File: config.mk
export PLATFORM = sky130hd
export DESIGN_NAME = uart_tx_dev
export DESIGN_NICKNAME = d
export VERILOG_FILES = /design/src/rtl/uart_tx_dev.sv
export SDC_FILE = /design/constraint.sdc
export NUM_CORES = 1
export LEC_CHECK = 0
export CAP_MARGIN = 20
export CORE_MARGIN = 3
export CORE_UTILIZATION = 50
export DETAILED_ROUTE_END_ITERATION = 8
export PLACE_DENSITY_LB_ADDON = 0.1
export RECOVER_POWER = 100
export SETUP_SLACK_MARGIN = 0.05
export SLEW_MARGIN = 15
export SYNTH_ARGS = -nofsm -noshare
export SYNTH_HDL_FRONTEND = slang
export SYNTH_SLANG_ARGS = --single-unit
File: constraint.sdc
create_clock -name clk -period 3.3 [get_ports clk]
set_clock_uncertainty 0.1 [all_clocks]
set_input_delay 0.66 -clock clk [delete_from_list [all_inputs] [get_ports clk]]
set_output_delay 0.66 -clock clk [all_outputs]
set_load 0.01 [all_outputs]
File: src/rtl/uart_tx_dev.sv
// Bridge-mapped UART transmitter: CPU-filled byte FIFO, 8N1 serialiser, drain interrupt.
// Define UART_TX_PARITY_EN to add an optional parity bit (CTRL[2] par_en, CTRL[3] par_odd).
module uart_tx_dev #(
   parameter int FIFO_DEPTH  = 8,
   parameter int DIV_W       = 16,
   parameter int DIV_DEFAULT = 434
) (
   input  logic        clk,
   input  logic        reset,
   input  logic [1:0]  ADD_I,
   input  logic        WE_I,
   input  logic [31:0] DAT_I,
   output logic [31:0] DAT_O,
   output logic        IRQ,
   output logic        txd
);

   localparam int AW = $clog2(FIFO_DEPTH);
   localparam int CW = AW + 1;

   typedef enum logic [2:0] {
      IDLE,
      START,
      DATA,
`ifdef UART_TX_PARITY_EN
      PARITY,
`endif
      STOP
   } state_t;

   state_t           state_reg, state_next;
   logic [DIV_W-1:0] timer_reg, timer_next;
   logic [7:0]       shift_reg, shift_next;
   logic [2:0]       bit_reg, bit_next;
   logic             txd_reg, txd_next;
   logic             irq_reg;
   logic             tx_en_reg, irq_en_reg, ovf_reg;
   logic [DIV_W-1:0] baud_reg;

   logic [7:0]       mem [FIFO_DEPTH];
   logic [AW-1:0]    wr_ptr_reg, rd_ptr_reg;
   logic [CW-1:0]    count_reg;
   logic [3:0]       count_sat;

   logic fifo_empty, fifo_full, data_we, ctrl_we, status_we, baud_we;
   logic push, pop, can_start, bit_done;
   logic [7:0]       head;
   logic [DIV_W-1:0] baud_wr_val;

`ifdef UART_TX_PARITY_EN
   logic par_reg, par_next, par_en_reg, par_odd_reg;
`endif

   assign fifo_empty = (count_reg == '0);
   assign fifo_full  = (count_reg == CW'(FIFO_DEPTH));
   assign data_we    = WE_I && (ADD_I == 2'd0);
   assign ctrl_we    = WE_I && (ADD_I == 2'd1);
   assign status_we  = WE_I && (ADD_I == 2'd2);
   assign baud_we    = WE_I && (ADD_I == 2'd3);
   // A write into a full FIFO still lands when the same edge frees a slot.
   assign push       = data_we && (!fifo_full || pop);
   assign head       = mem[rd_ptr_reg];
   assign can_start  = tx_en_reg && !fifo_empty;
   assign bit_done   = (timer_reg <= DIV_W'(1));
   assign count_sat  = (32'(count_reg) > 32'd15) ? 4'hF : 4'(count_reg);
   assign baud_wr_val = (DAT_I[DIV_W-1:0] < DIV_W'(2)) ? DIV_W'(2) : DAT_I[DIV_W-1:0];
   assign txd        = txd_reg;
   assign IRQ        = irq_reg;

   always_comb begin
      state_next = state_reg;
      timer_next = timer_reg;
      shift_next = shift_reg;
      bit_next   = bit_reg;
      txd_next   = txd_reg;
      pop        = 1'b0;
`ifdef UART_TX_PARITY_EN
      par_next   = par_reg;
`endif
      case (state_reg)
         IDLE: begin
            txd_next = 1'b1;
            if (can_start) begin
               pop        = 1'b1;
               state_next = START;
            end
         end
         START: begin
            timer_next = timer_reg - DIV_W'(1);
            if (bit_done) begin
               state_next = DATA;
               timer_next = baud_reg;
               bit_next   = 3'd0;
               txd_next   = shift_reg[0];
            end
         end
         DATA: begin
            timer_next = timer_reg - DIV_W'(1);
            if (bit_done) begin
               timer_next = baud_reg;
               if (bit_reg == 3'd7) begin
`ifdef UART_TX_PARITY_EN
                  if (par_en_reg) begin
                     state_next = PARITY;
                     txd_next   = par_reg ^ par_odd_reg;
                  end else begin
                     state_next = STOP;
                     txd_next   = 1'b1;
                  end
`else
                  state_next = STOP;
                  txd_next   = 1'b1;
`endif
               end else begin
                  bit_next   = bit_reg + 3'd1;
                  shift_next = {1'b0, shift_reg[7:1]};
                  txd_next   = shift_reg[1];
               end
            end
         end
`ifdef UART_TX_PARITY_EN
         PARITY: begin
            timer_next = timer_reg - DIV_W'(1);
            if (bit_done) begin
               state_next = STOP;
               timer_next = baud_reg;
               txd_next   = 1'b1;
            end
         end
`endif
         STOP: begin
            timer_next = timer_reg - DIV_W'(1);
            if (bit_done) begin
               if (can_start) begin
                  pop        = 1'b1;
                  state_next = START;
               end else begin
                  state_next = IDLE;
               end
            end
         end
         default: state_next = IDLE;
      endcase
      // Loading the head byte is shared by the idle start and the back-to-back start.
      if (pop) begin
         shift_next = head;
         timer_next = baud_reg;
         txd_next   = 1'b0;
`ifdef UART_TX_PARITY_EN
         par_next   = ^head;
`endif
      end
   end

   always_ff @(posedge clk or negedge reset) begin
      if (!reset) begin
         state_reg  <= IDLE;
         timer_reg  <= '0;
         shift_reg  <= '0;
         bit_reg    <= '0;
         txd_reg    <= 1'b1;
         irq_reg    <= 1'b0;
         tx_en_reg  <= 1'b0;
         irq_en_reg <= 1'b0;
         ovf_reg    <= 1'b0;
         baud_reg   <= DIV_W'(DIV_DEFAULT);
         wr_ptr_reg <= '0;
         rd_ptr_reg <= '0;
         count_reg  <= '0;
      end else begin
         state_reg <= state_next;
         timer_reg <= timer_next;
         shift_reg <= shift_next;
         bit_reg   <= bit_next;
         txd_reg   <= txd_next;
         irq_reg   <= irq_en_reg && fifo_empty && (state_reg == IDLE);
         if (ctrl_we) begin
            tx_en_reg  <= DAT_I[0];
            irq_en_reg <= DAT_I[1];
         end
         if (baud_we)
            baud_reg <= baud_wr_val;
         if (data_we && fifo_full && !pop)
            ovf_reg <= 1'b1;
         else if (status_we)
            ovf_reg <= 1'b0;
         if (push)
            wr_ptr_reg <= wr_ptr_reg + AW'(1);
         if (pop)
            rd_ptr_reg <= rd_ptr_reg + AW'(1);
         if (push && !pop)
            count_reg <= count_reg + CW'(1);
         else if (pop && !push)
            count_reg <= count_reg - CW'(1);
      end
   end

`ifdef UART_TX_PARITY_EN
   always_ff @(posedge clk or negedge reset) begin
      if (!reset) begin
         par_reg     <= 1'b0;
         par_en_reg  <= 1'b0;
         par_odd_reg <= 1'b0;
      end else begin
         par_reg <= par_next;
         if (ctrl_we) begin
            par_en_reg  <= DAT_I[2];
            par_odd_reg <= DAT_I[3];
         end
      end
   end
`endif

   // Storage needs no reset: pointer reset discards the contents.
   always_ff @(posedge clk) begin
      if (push)
         mem[wr_ptr_reg] <= DAT_I[7:0];
   end

   always_comb begin
      DAT_O = 32'd0;
      case (ADD_I)
`ifdef UART_TX_PARITY_EN
         2'd1: DAT_O = {28'd0, par_odd_reg, par_en_reg, irq_en_reg, tx_en_reg};
`else
         2'd1: DAT_O = {30'd0, irq_en_reg, tx_en_reg};
`endif
         2'd2: DAT_O = {24'd0, count_sat, ovf_reg, fifo_empty, fifo_full, state_reg != IDLE};
         2'd3: DAT_O = 32'(baud_reg);
         default: DAT_O = 32'd0;
      endcase
   end

endmodule

* Word level (Yosys, flattened, before mapping)
Memory sizes are Yosys's and may differ from the RTL's.
Index checks and enable logic that the tools add are counted.
** Operators by class
- Mux-type cells :: 34
- Equal/unequal tests :: 17
- Add/subtract/negate cells :: 6
- Reductions and logical operators :: 33
- $lt $le $gt $ge :: 2
** Operators with widths (number)
- 2-to-1 mux 16 bit :: 3
- case mux 16 bit (3 select lines) :: 1
- 2-to-1 mux 8 bit :: 4
- case mux 16 bit (2 select lines) :: 1
- 2-to-1 mux 3 bit :: 8
- <= comparator 16 x 1 -> 1 bit (second input constant) :: 1
- < comparator 16 x 2 -> 1 bit (second input constant) :: 1
- subtractor 16 x 1 -> 16 bit (second input constant) :: 1
- inequality test 2 bit (second input constant) :: 7
- logical AND 1 bit :: 12
- case mux 3 bit (4 select lines) :: 1
- 2-to-1 mux 1 bit :: 11
- nonzero test 2 bit :: 5
- adder 3 x 1 -> 3 bit (second input constant) :: 3
- 2-to-1 mux 4 bit :: 2
- == test 3 x 2 -> 1 bit (second input constant) :: 2
- inequality test 3 bit (second input constant) :: 2
- case mux 3 bit (2 select lines) :: 1
- AND reduction 3 bit :: 2
- nonzero test 3 bit :: 2
- AND reduction 5 bit :: 1
- adder 4 x 1 -> 4 bit (second input constant) :: 1
- == test 2 bit (second input constant) :: 2
- == test 4 bit (second input constant) :: 1
- other kinds (14) :: 17
** Storage, ports and cells
- Output and inout port bits :: 34
- Memories kept :: 1
- RAM bits :: 64
- Bits in registers :: 61
- Input bits :: 37
** Memory list
- mem :: depth 8, width 8, read ports 1, clocked after memory_dff 0, wr ports 1, RTL line 40 : logic [7:0] mem [FIFO_DEPTH];

* Logic depth before layout (Yosys ltp)
Gate-level depths: netlist of run 1.
- Depth in word-level cells :: 12
- Mapped depth :: 16
- Gate-level depth less buffers :: 16

* Worst setup path before layout of run 1
OpenSTA, ideal clock, no wires.
- Path kind :: register -> register
- Start point :: reg timer_reg[2]
- End point :: mem mem[4][0] (enable)
- Slack :: 93 ps
- Buffers on the path :: 0
- Stages on the path, launching flop included :: 7
- Required time :: 2802 ps
- Data arrival time :: 2709 ps
- Library setup time :: 398 ps
- Cell sequence :: dfrtp_1 -> or4_4 -> nor4_4 -> a31oi_1 -> nor2_4 -> o21ai_2 -> nor4b_1
** Between the ends
- Word-level cells in the longest chain between the ends :: 7
** RTL lines
- start: declaration :: RTL line 32 : logic [DIV_W-1:0] timer_reg, timer_next;
- start signal: assignment :: RTL line 172 : timer_reg <= timer_next;
- <= comparator 16 x 1 -> 1 bit :: RTL line 64 : assign bit_done = (timer_reg <= DIV_W'(1));
- 2-to-1 mux 1 bit :: RTL line 133 : if (bit_done) begin
- case mux 1 bit (2 select lines) :: RTL line 80 : case (state_reg)
- logical OR 1 bit :: RTL line 61 : assign push = data_we && (!fifo_full || pop);
- logical AND 1 bit :: RTL line 61
- 2-to-1 mux 1 bit :: RTL line 216 : if (push)
- 2-to-1 mux 1 bit (not written as such) :: RTL line 217 : mem[wr_ptr_reg] <= DAT_I[7:0];
- end: declaration :: RTL line 40
No other way between the ends.

* Worst setup path after layout of run 1
- Start point :: in ADD_I[1]
- End point :: out DAT_O[14]
** Between the ends
- Word-level cells in the longest chain between the ends :: 2
- Elaborated cells on any way between the ends :: 4
- Classes of those cells :: eq/ne: 3; mux: 1
** RTL lines
- start: declaration :: RTL line 10 : input logic [1:0] ADD_I,
- == test 2 bit or == test 2 x 1 -> 1 bit (tied branches) :: RTL line 222 : case (ADD_I)
- case mux 16 bit (3 select lines) * :: RTL line 222
- end: declaration :: RTL line 13 : output logic [31:0] DAT_O,
Mark *: on every way between the ends. The rest lies on a longest branch, timed or not.

==> reports/results.md, run 1 <==
- depth of the CTS H-tree: 4
- Root Driver: sky130_fd_sc_hd__clkbuf_16
- total CTS buffers: 17
- worst ir drop on vdd: 440.3 uV
- overall overflow remaining after global route: 0
- fillers: 916
- category of the most critical setup path: input pin to primary output
- buffer depth of the longest clock path: 2
- proportion of layout cells with a drive suffix above 1: 21.39%
- multi-input logic area: 2412 um^2
- Max-Cap Viols: 1
- largest net degree at the start of global routing: 61
- Synth Register Bits: 124
- worst-path cell with the longest stage delay: sky130_fd_sc_hd__dlygate4sd3_1
- Slew headroom: -1.425%
- Initial Util: 51.84%
- Hold Violations, Final: 0
- final design utilization: 62.62%
- portion of the post-synthesis area used by sequential elements: 56.98%
- DRC viols: 0
- startpoint of the tightest hold check path: ovf_reg
- number of max-slew violations in the final report: 61
- leakage power figure: 2.883 nW
- worst-path fanout max: 10
- n_diodes: 0
- most frequently used flop master after synthesis: sky130_fd_sc_hd__edfxtp_1
- failing checks: max-capacitance violations, max-slew violations
- RePlAce Congestion: 0.7960
- Setup-failing EPs final: 0
- sum of negative setup slack: 0 ns
- Cell variety after synth: 62
- Worst-path clk slew: 0.06 ns
- number of nets in the layout: 585
- total length of routed wires: 13.09 mm
- worst hold slack across all endpoints: 0.3979 ns
- dominant delay contributor by cell family on the critical path: buffers and inverters
- pin slew with the least headroom to its limit: 1.521 ns
- number of warnings printed during yosys synthesis: 0
- clock tree from TritonCTS: done
- P per Cell Area: 836.6 nW/um^2
- Post-CTS Hold Fix Bufs: 0
- die width: 115.7 um
- time the final worst path needs with I/O delays and setup: 3.166 ns
- required time of the critical path: 2.54 ns
- placement row count: 39
- global-route wire length before repair: 20.85 mm
- Pre-antenna DRT Iters: 4
- source of the critical timing path: ADD_I[1]
- Via density: 5.665
- vias post-DR: 3909
- First DRT Iteration DRCs: 268
- area delta synth->final: 20.78%
- unrepaired setup endpoints after global routing: false
- core area: 11610 um^2
- number of antenna violations at the first check in global routing: 0
- Critical Path Source Type: input pin
- Netlist Area Pre-Place: 6021 um^2
- proportion of synthesized flip-flops having asynchronous set or reset: 48.39%
- max FFs per register: 64
- maximum clock rate: 315.9 MHz
- worst path bufs/invs: 3
- Post-DP HPWL: 8.924 mm
- Worst Setup End Kind: primary output
- status: complete, but fails checks
- reg-to-reg startpoint: timer_reg[5]
- critical path data arrival time: 2.41 ns
- clock network latency to the later pin of the worst-skew pair: 0.41 ns
- total non-filler cell area in the finished layout: 7272 um^2
- Die Outline Area: 13390 um^2
- overall die height: 115.7 um
- instance count of the mapped netlist: 460
- number of global-route vias before repair: 3828
- port buffer count: 38
- wire length per cell: 18.97 um
- count of flip-flops with a built-in enable after synthesis: 64
- DP Area: 6680 um^2
- synthesized area per cell: 13.09 um^2
- residual antenna-violating net count after detailed routing: 0
- final clock period utilization by the worst path: 95.93%
- register area: 3431 um^2
- I/O pin count: 71
- delay contributed by the slowest stage of the critical path: 0.62 ns
- hold crit path type: flop to flop
- GRT Total Usage: 20.76%
- list of cells traversed by the critical path: clkdlybuf4s50_1 -> clkbuf_1 -> and3_1 -> dlygate4sd3_1
- total number of clock tree sinks: 124
## report_power, final
group	internal, W	total [W]	switching, W
registers	0.00194	0.00228	0.000341
clock network	0.00119	0.00187	0.000680
logic	0.000921	0.00193	0.00101
## per-stage QoR
stage               std cells  total power (W)  setup slack [ns]
floorplan                 475         0.003625           0.09287
global placement          654         0.004163            0.1000
detailed placement        654         0.004221           0.08072
CTS                       686         0.006097           0.06276
global route              690         0.006449           0.04158
finish                    690         0.006084            0.1342
## final timing paths
kind | cells past startpoint | endpoint | slack (ns)
setup / recovery | 4 | DAT_O[14] | 0.13
hold / removal | 1 | ovf_reg | 0.40
setup reg to reg | 14 | count_reg[3] | 0.22
hold reg to reg | 1 | ovf_reg | 0.40
max in group asynchronous | 2 | baud_reg[15] | 1.58
min in group asynchronous | 2 | timer_reg[12] | 0.60
## logic make-up (layout without fill, tap and decap cells)
kind of cell / count (synthesis) / after routing / share of synthesized area [%]
other: 1 / 16 / 0.06228
AO/OA/AOI/OAI: 61 / 61 / 7.128
adder cells (fa/ha/maj): 14 / 14 / 3.034
XOR/XNOR: 8 / 8 / 1.164
buffers and inverters: 49 / 121 / 4.343
flip-flops: 124 / 124 / 56.98
AND/OR/NAND/NOR: 137 / 137 / 12.53
multiplexers: 66 / 66 / 14.75
## area by class of cell
cell class / count / area share (%)
Inverter: 13 / 0.6710
Timing Repair Buffer: 76 / 8.293
Clock buffer: 17 / 5.850
Sequential cell: 124 / 47.18
Multi-Input combinational cell: 302 / 33.17
Clock inverter: 15 / 2.374
Tap cell: 143 / 2.460
## metal layers
metal | wire, um | track usage, % | vias up
met5 | 0 | 0 | -
met2 | 6159 | 31.13 | 90
met3 | 606 | 5.326 | 6
met1 | 6262 | 30.33 | 1939
li1 | - | - | 1874
met4 | 61 | 5.800 | 0
## cell usage after synthesis (all sizes together), types with 2 or more instances
| cell | count | area share (%) |
|---|---|---|
| nor4 | 7 | 0.98 |
| edfxtp | 64 | 32 |
| nor2b | 2 | 0.21 |
| nand3 | 24 | 2.0 |
| and3 | 9 | 0.94 |
| o31ai | 4 | 0.50 |
| o211ai | 4 | 0.50 |
| or3 | 4 | 0.50 |
| o22a | 2 | 0.29 |
| a31oi | 3 | 0.31 |
| xnor2 | 6 | 0.87 |
| mux4 | 16 | 6.0 |
| clkbuf | 13 | 0.81 |
| a22o | 7 | 1.2 |
| ha | 13 | 2.7 |
| mux2i | 28 | 4.7 |
| or4 | 13 | 1.7 |
| buf | 23 | 2.7 |
| o21ai | 15 | 1.3 |
| nand2 | 27 | 1.7 |
| xor2 | 2 | 0.29 |
| inv | 12 | 0.75 |
| dfrtp | 54 | 22 |
| a21oi | 10 | 0.83 |
| a22oi | 6 | 0.75 |
| nor3 | 12 | 1.1 |
| nand4 | 5 | 0.52 |
| nor2 | 24 | 1.6 |
| dfstp | 6 | 2.6 |
| nand2b | 4 | 0.42 |
| mux2 | 22 | 4.1 |
## layout by cell type (no fill, tap or decap), types with 8 or more instances in the layout
cell type,count
sky130_fd_sc_hd__edfxtp_1,64
sky130_fd_sc_hd__dfrtp_1,54
sky130_fd_sc_hd__mux2i_1,28
sky130_fd_sc_hd__nand2_1,27
sky130_fd_sc_hd__nand3_1,24
sky130_fd_sc_hd__nor2_1,23
sky130_fd_sc_hd__mux2_2,20
sky130_fd_sc_hd__dlygate4sd3_1,19
sky130_fd_sc_hd__buf_4,19
sky130_fd_sc_hd__clkdlybuf4s50_1,18
sky130_fd_sc_hd__clkbuf_16,17
sky130_fd_sc_hd__mux4_2,16
sky130_fd_sc_hd__conb_1,16
sky130_fd_sc_hd__inv_1,11
sky130_fd_sc_hd__nor3_1,11
sky130_fd_sc_hd__o21ai_0,11
sky130_fd_sc_hd__ha_1,11
sky130_fd_sc_hd__or4_1,10
sky130_fd_sc_hd__clkbuf_1,10
sky130_fd_sc_hd__a21oi_1,9
sky130_fd_sc_hd__and3_1,9
sky130_fd_sc_hd__clkbuf_2,8
## timing repair
| action | 4_1_cts | 5_1_grt |
|---|---|---|
| buffers inserted | 0 | 4 |
| gates resized for setup | 0 | 8 |
| setup endpoints to repair | 0 | 2 |
Note: power is estimated with default switching activity, not from simulation.
==> inputs of run 2 (changes only) <==
CORE_UTILIZATION = 51   (was 50)
==> run 2 against run 1 <==
  * The flow still finishes with violations (max-capacitance violations, max-slew violations)
  * Worst hold slack got worse by 0.19 ns
  * Maximum frequency grew 0.32%
  * Power fell by 0.96%
  * Setup slack better by 0.010 ns
  * Register-to-register slack worse by 0.02 ns
  * Cell count unchanged
==> reports/results.md, run 2 (same netlist as run 1, synthesis figures left out) <==
- n_diodes: 0
- leakage power figure: 2.853 nW
- overall overflow remaining after global route: 0
- Initial Util: 52.50%
- residual antenna-violating net count after detailed routing: 0
- proportion of layout cells with a drive suffix above 1: 20.48%
- RePlAce Congestion: 0.8415
- number of antenna violations at the first check in global routing: 0
- I/O pin count: 71
- Worst Setup End Kind: primary output
- Max-Cap Viols: 1
- failing checks: max-capacitance violations, max-slew violations
- total length of routed wires: 13.50 mm
- leading cell type in the layout, fill and taps excluded: sky130_fd_sc_hd__edfxtp_1
- largest net degree at the start of global routing: 30
- hold crit path type: input pin to async pin
- port buffer count: 38
- sequential cell fraction of total power: 38.7%
- Post-DP HPWL: 9.302 mm
- number of max-slew violations in the final report: 30
- worst-path fanout max: 5
- Hold Violations, Final: 0
- Worst-path clk slew: 0.06 ns
- depth of the CTS H-tree: 4
- GRT Total Usage: 21.84%
- critical path data arrival time: 2.40 ns
- Post-CTS Hold Fix Bufs: 0
- Setup-failing EPs final: 0
- multi-input logic area: 2415 um^2
- First DRT Iteration DRCs: 313
- Pre-antenna DRT Iters: 5
- overall die height: 114.7 um
- pin slew with the least headroom to its limit: 1.655 ns
- wire length per cell: 19.57 um
- cell-internal power: 0.003965 W
- DRC viols: 0
- placement row count: 39
- vias post-DR: 4042
- Via density: 5.858
- die width: 114.7 um
- status: complete, but fails checks
- final design utilization: 63.14%
- register area: 3432 um^2
- core area: 11470 um^2
- global-route wire length before repair: 21.62 mm
- net switching power figure: 0.002061 W
- Comb power frac: 31.4%
- maximum clock rate: 316.9 MHz
- clock network latency to the later pin of the worst-skew pair: 0.41 ns
- Root Driver: sky130_fd_sc_hd__clkbuf_16
- switching fraction of total power: 34.21%
- total number of clock tree sinks: 124
- total CTS buffers: 17
- category of the most critical setup path: input pin to primary output
- proportion of power drawn by the clock network: 29.9%
- number of global-route vias before repair: 4002
- most frequent cells in the layout: sky130_fd_sc_hd__edfxtp_1 (64), sky130_fd_sc_hd__dfrtp_1 (53), sky130_fd_sc_hd__mux2i_1 (28), sky130_fd_sc_hd__nand2_1 (27), sky130_fd_sc_hd__dlygate4sd3_1 (26)
- area delta synth->final: 20.26%
- Critical Path Source Type: input pin
- final clock period utilization by the worst path: 95.62%
- P per Cell Area: 832.2 nW/um^2
- required time of the critical path: 2.54 ns
- time the final worst path needs with I/O delays and setup: 3.156 ns
- Slew headroom: -10.30%
- Die Outline Area: 13140 um^2
- worst hold slack across all endpoints: 0.2082 ns
- fillers: 886
- number of nets in the layout: 586
- clock tree from TritonCTS: done
- unrepaired setup endpoints after global routing: true
- buffer depth of the longest clock path: 2
- sum of negative setup slack: 0 ns
- worst ir drop on vdd: 694.0 uV
- max FFs per register: 64
-- run 2: cell types whose count changed in the layout (fill, tap and decap cells not counted), moves of 3 or more --
cell / before / now
sky130_fd_sc_hd__dlygate4sd3_1: 19 / 26
sky130_fd_sc_hd__buf_4: 19 / 15
sky130_fd_sc_hd__clkbuf_1: 10 / 18
sky130_fd_sc_hd__clkdlybuf4s50_1: 18 / 11
sky130_fd_sc_hd__clkinvlp_4: 0 / 3
sky130_fd_sc_hd__clkinv_1: 3 / 0
sky130_fd_sc_hd__clkinv_2: 4 / 1
-- run 2: cell type report --
class / instances / area share, %
multi-input cells: 302 / 33.35
clock inverters: 12 / 1.935
clock buffers: 19 / 5.979
flip-flops and latches: 124 / 47.40
repair buffers: 77 / 8.191
well taps: 143 / 2.471
inverters: 13 / 0.6739
-- run 2: metal layers --
| layer | track usage, % | vias up | part of all wire, % | wire (um) |
|---|---|---|---|---|
| met4 | 5.067 | 0 | 0.88 | 119 |
| met5 | 0 | - | 0 | 0 |
| met1 | 30.69 | 2030 | 47 | 6305 |
| met3 | 6.395 | 12 | 5.3 | 716 |
| met2 | 33.76 | 120 | 47 | 6362 |
| li1 | - | 1880 | - | - |
-- run 2: timing repair --
item                                    in CTS  in global routing
setup buffers                                2                  2
endpoints found under the setup margin       1                  2
resized for setup                            4                  7
pin swaps                                    4                  9
-- run 2: critical path: stages --
cell                              delay [ns]
sky130_fd_sc_hd__clkdlybuf4s50_1        0.59
sky130_fd_sc_hd__mux2_2                 0.36
sky130_fd_sc_hd__nand2_1                0.08
sky130_fd_sc_hd__o31ai_2                0.08
sky130_fd_sc_hd__dlygate4sd3_1          0.62
-- run 2: power by group through the flow --
stage	registers (W)	logic (W)	clock network (W)
finish	0.00233	0.00189	0.00180
global route	0.00238	0.00211	0.00190
CTS	0.00233	0.00192	0.00183
detailed placement	0.00235	0.00188	0
global placement	0.00234	0.00183	0
floorplan	0.00217	0.00145	0
-- run 2: metrics by stage --
step / worst slack, ns / cell area [um^2] / std cells / total power, W
after floorplan: 0.09287 / 6077 / 475 / 0.003625
after global placement: 0.07725 / 6688 / 655 / 0.004169
after detailed placement: 0.06133 / 6688 / 655 / 0.004230
after CTS: 0.06212 / 7301 / 688 / 0.006080
after global routing: 0.02207 / 7241 / 690 / 0.006384
final: 0.1444 / 7241 / 690 / 0.006026
-- run 2: final timing paths --
kind | startpoint | end | slack, ns | cells past startpoint
min in group clk | ovf_reg | ovf_reg | 0.39 | 1
max reg2reg | timer_reg[5] | count_reg[3] | 0.20 | 14
min reg2reg | ovf_reg | ovf_reg | 0.39 | 1
max | ADD_I[1] | DAT_O[0] | 0.14 | 5
min | reset | timer_reg[11] | 0.21 | 1
max in group asynchronous | reset | count_reg[1] | 0.77 | 2
==> inputs of run 3 (changes only) <==
ABC_AREA = 1   (was unset)
CORE_UTILIZATION = 48   (was 51)
==> run 3 against run 2 <==
  * The run still ends with max-capacitance violations, max-slew violations left
  * Sequential share of layout area rose by 0.61 points
  * Worst hold slack improved by 0.071 ns
  * First-iteration DRC count increased by 13%
  * Non-clock buffer count down 17
  * Largest power group unchanged
  * Flip-flop and latch count is the same
  * Clock power decreased by 8%
  * Critical path type unchanged
  * Count of clock-buffer cells in the layout up 3
  * Register-to-register slack improved by 0.12 ns
  * Routed wire length increased by 0.38%
  * Maximum frequency decreased by 1.8%
  * Critical path depth fell by 1
==> reports/results.md, run 3 <==
- DRC viols: 0
- category of the most critical setup path: input pin to primary output
- number of max-slew violations in the final report: 33
- cell-internal power: 0.003772 W
- total non-filler cell area in the finished layout: 7148 um^2
- buffer depth of the longest clock path: 2
- DP Area: 6686 um^2
- total number of clock tree sinks: 124
- placement row count: 40
- Yosys top cell area share: 31.56%
- Max-Cap Viols: 1
- wire length per cell: 15.32 um
- First DRT Iteration DRCs: 354
- dpl cells: 853
- number of nets in the layout: 755
- core area: 12210 um^2
- count of flip-flops with a built-in enable after synthesis: 64
- R2R cell count: 22
- overall overflow remaining after global route: 0
- Synth Register Bits: 124
- instance count of the mapped netlist: 650
- final clock period utilization by the worst path: 97.41%
- overall die height: 118.6 um
- I/O pin count: 71
- Worst R2R End: count_reg[3]
- Synth top cells by count: sky130_fd_sc_hd__nand2_1 (133), sky130_fd_sc_hd__nor2_1 (78), sky130_fd_sc_hd__edfxtp_1 (64), sky130_fd_sc_hd__nand3_1 (63), sky130_fd_sc_hd__o21ai_0 (55)
- R2R Setup Slk: 0.32 ns
- worst ir drop on vdd: 431.6 uV
- number of antenna violations at the first check in global routing: 0
- RePlAce Congestion: 0.8941
- DP Worst Slack: 0.1525 ns
- port buffer count: 38
- time the final worst path needs with I/O delays and setup: 3.215 ns
- number of setup buffers added after CTS: 0
- Die Outline Area: 14070 um^2
- n_diodes: 0
- Post-CTS Hold Fix Bufs: 0
- critical path data arrival time: 2.45 ns
- hold crit path type: input pin to async pin
- Root Driver: sky130_fd_sc_hd__clkbuf_16
- leakage power figure: 2.991 nW
- proportion of synthesized flip-flops having asynchronous set or reset: 48.39%
- Via density: 5.181
- Setup-failing EPs final: 0
- depth of the CTS H-tree: 4
- die width: 118.6 um
- maximum clock rate: 311.1 MHz
- clock tree from TritonCTS: done
- proportion of power drawn by the clock network: 27.2%
- number of global-route vias before repair: 4479
- max FFs per register: 64
- Worst Setup End Kind: primary output
- largest net degree at the start of global routing: 34
- vias post-DR: 4585
- post-CTS sizing: 0
- Hold Violations, Final: 0
- Pre-antenna DRT Iters: 5
- final design utilization: 58.53%
- Critical Path Source Type: input pin
- worst-path fanout max: 9
- area delta synth->final: 17.38%
- unrepaired setup endpoints after global routing: true
- global-route wire length before repair: 22.51 mm
- number of warnings printed during yosys synthesis: 0
- Initial Util: 49.87%
- GRT Total Usage: 20.14%
- final cell count without fillers: 885
- Netlist Area Pre-Place: 6090 um^2
- required time of the critical path: 2.54 ns
- net switching power figure: 0.002281 W
- synthesized area per cell: 9.369 um^2
- pin slew with the least headroom to its limit: 1.739 ns
- top area cells in the synthesized netlist: sky130_fd_sc_hd__edfxtp_1 (32%), sky130_fd_sc_hd__dfrtp_1 (22%), sky130_fd_sc_hd__nand2_1 (8.2%)
- failing checks: max-capacitance violations, max-slew violations
- portion of the post-synthesis area used by sequential elements: 56.34%
- status: complete, but fails checks
- Worst-path clk slew: 0.05 ns
- Slew headroom: -15.96%
- clock network latency to the later pin of the worst-skew pair: 0.41 ns
- sum of negative setup slack: 0 ns
- leading cell type in the layout, fill and taps excluded: sky130_fd_sc_hd__nand2_1
- total CTS buffers: 17
- total length of routed wires: 13.56 mm
- sequential cell fraction of total power: 36.4%
- residual antenna-violating net count after detailed routing: 0
- library cell occupying the most area in the post-synthesis netlist: sky130_fd_sc_hd__edfxtp_1
- most frequent cells in the layout: sky130_fd_sc_hd__nand2_1 (132), sky130_fd_sc_hd__nor2_1 (79), sky130_fd_sc_hd__nand3_1 (64), sky130_fd_sc_hd__edfxtp_1 (64), sky130_fd_sc_hd__o21ai_0 (55)
- switching fraction of total power: 37.69%
- P per Cell Area: 846.7 nW/um^2
- most frequently used flop master after synthesis: sky130_fd_sc_hd__edfxtp_1
- most common cell in the netlist: sky130_fd_sc_hd__nand2_1
- Comb power frac: 36.4%
- Cell variety after synth: 40
- proportion of layout cells with a drive suffix above 1: 7.671%
- Post-DP HPWL: 9.320 mm
- final setup margin: 0.08532 ns
- reg-to-reg startpoint: timer_reg[0]
run 3: cell types whose count changed in the layout (fill, tap and decap cells not counted), moves of 10 or more:
cell                      change
sky130_fd_sc_hd__mux2_2      -19
sky130_fd_sc_hd__buf_4       -10
sky130_fd_sc_hd__or4_1       -10
sky130_fd_sc_hd__mux4_2      -16
sky130_fd_sc_hd__nor2_1      +56
sky130_fd_sc_hd__mux2i_1     -27
sky130_fd_sc_hd__o21ai_0     +44
sky130_fd_sc_hd__nand2_1    +105
sky130_fd_sc_hd__inv_1       +38
sky130_fd_sc_hd__nand3_1     +40
run 3: per-layer routing:
metal	global-route usage, %	share of wire [%]
met1	27.60	47
met2	31.97	47
met3	4.928	4.7
met4	5.865	1.4
met5	0	0
run 3: power by group through the flow:
stage | registers (W) | logic (W) | clock network [W]
floorplan | 0.00215 | 0.00167 | 0
detailed placement | 0.00221 | 0.00220 | 0
CTS | 0.00219 | 0.00222 | 0.00167
finish | 0.00220 | 0.00220 | 0.00165
global placement | 0.00220 | 0.00214 | 0
global route | 0.00224 | 0.00254 | 0.00174
run 3: how the worst max path moves through the flow:
stage,endpoint,slack (ns),from,cells after the start
after global routing,timer_reg[0],0.03,reset,2
after detailed placement,count_reg[3],0.15,timer_reg[0],22
after global placement,DAT_O[3],0.18,ADD_I[0],5
after floorplan,count_reg[3],0.42,timer_reg[0],23
final,DAT_O[0],0.09,ADD_I[0],4
after CTS,count_reg[3],0.12,timer_reg[0],22
run 3: cell families after synthesis:
group	Yosys count	synth area share [%]
compound gates	90	8.506
xor+xnor	17	2.445
fa+ha+maj	14	3.000
buf+inv	92	7.068
flops	124	56.34
mux	2	0.3493
other cells	1	0.06158
simple gates	310	22.23
run 3: cell type report:
| type | count | area [um^2] |
|---|---|---|
| clock buffers | 22 | 444.2 |
| fillers | 1094 | 5064 |
| well taps | 168 | 210.2 |
| repair buffers | 60 | 478.0 |
| multi-input cells | 449 | 2313 |
| inverters | 52 | 195.2 |
| clock inverters | 10 | 75.07 |
| flip-flops and latches | 124 | 3432 |
run 3: metrics by stage:
| step | total power (W) | hold WS [ns] |
|---|---|---|
| after floorplan | 0.003822 | 0.2644 |
| after global placement | 0.004339 | 0.3602 |
| after detailed placement | 0.004412 | 0.3719 |
| after CTS | 0.006082 | 0.08875 |
| after global routing | 0.006517 | 0.3613 |
| final | 0.006052 | 0.2797 |
run 3: critical path: stages:
cell	delay, ns
sky130_fd_sc_hd__dlygate4sd3_1	0.62
sky130_fd_sc_hd__or2_2	0.40
sky130_fd_sc_hd__o221ai_1	0.20
sky130_fd_sc_hd__clkdlybuf4s50_1	0.57
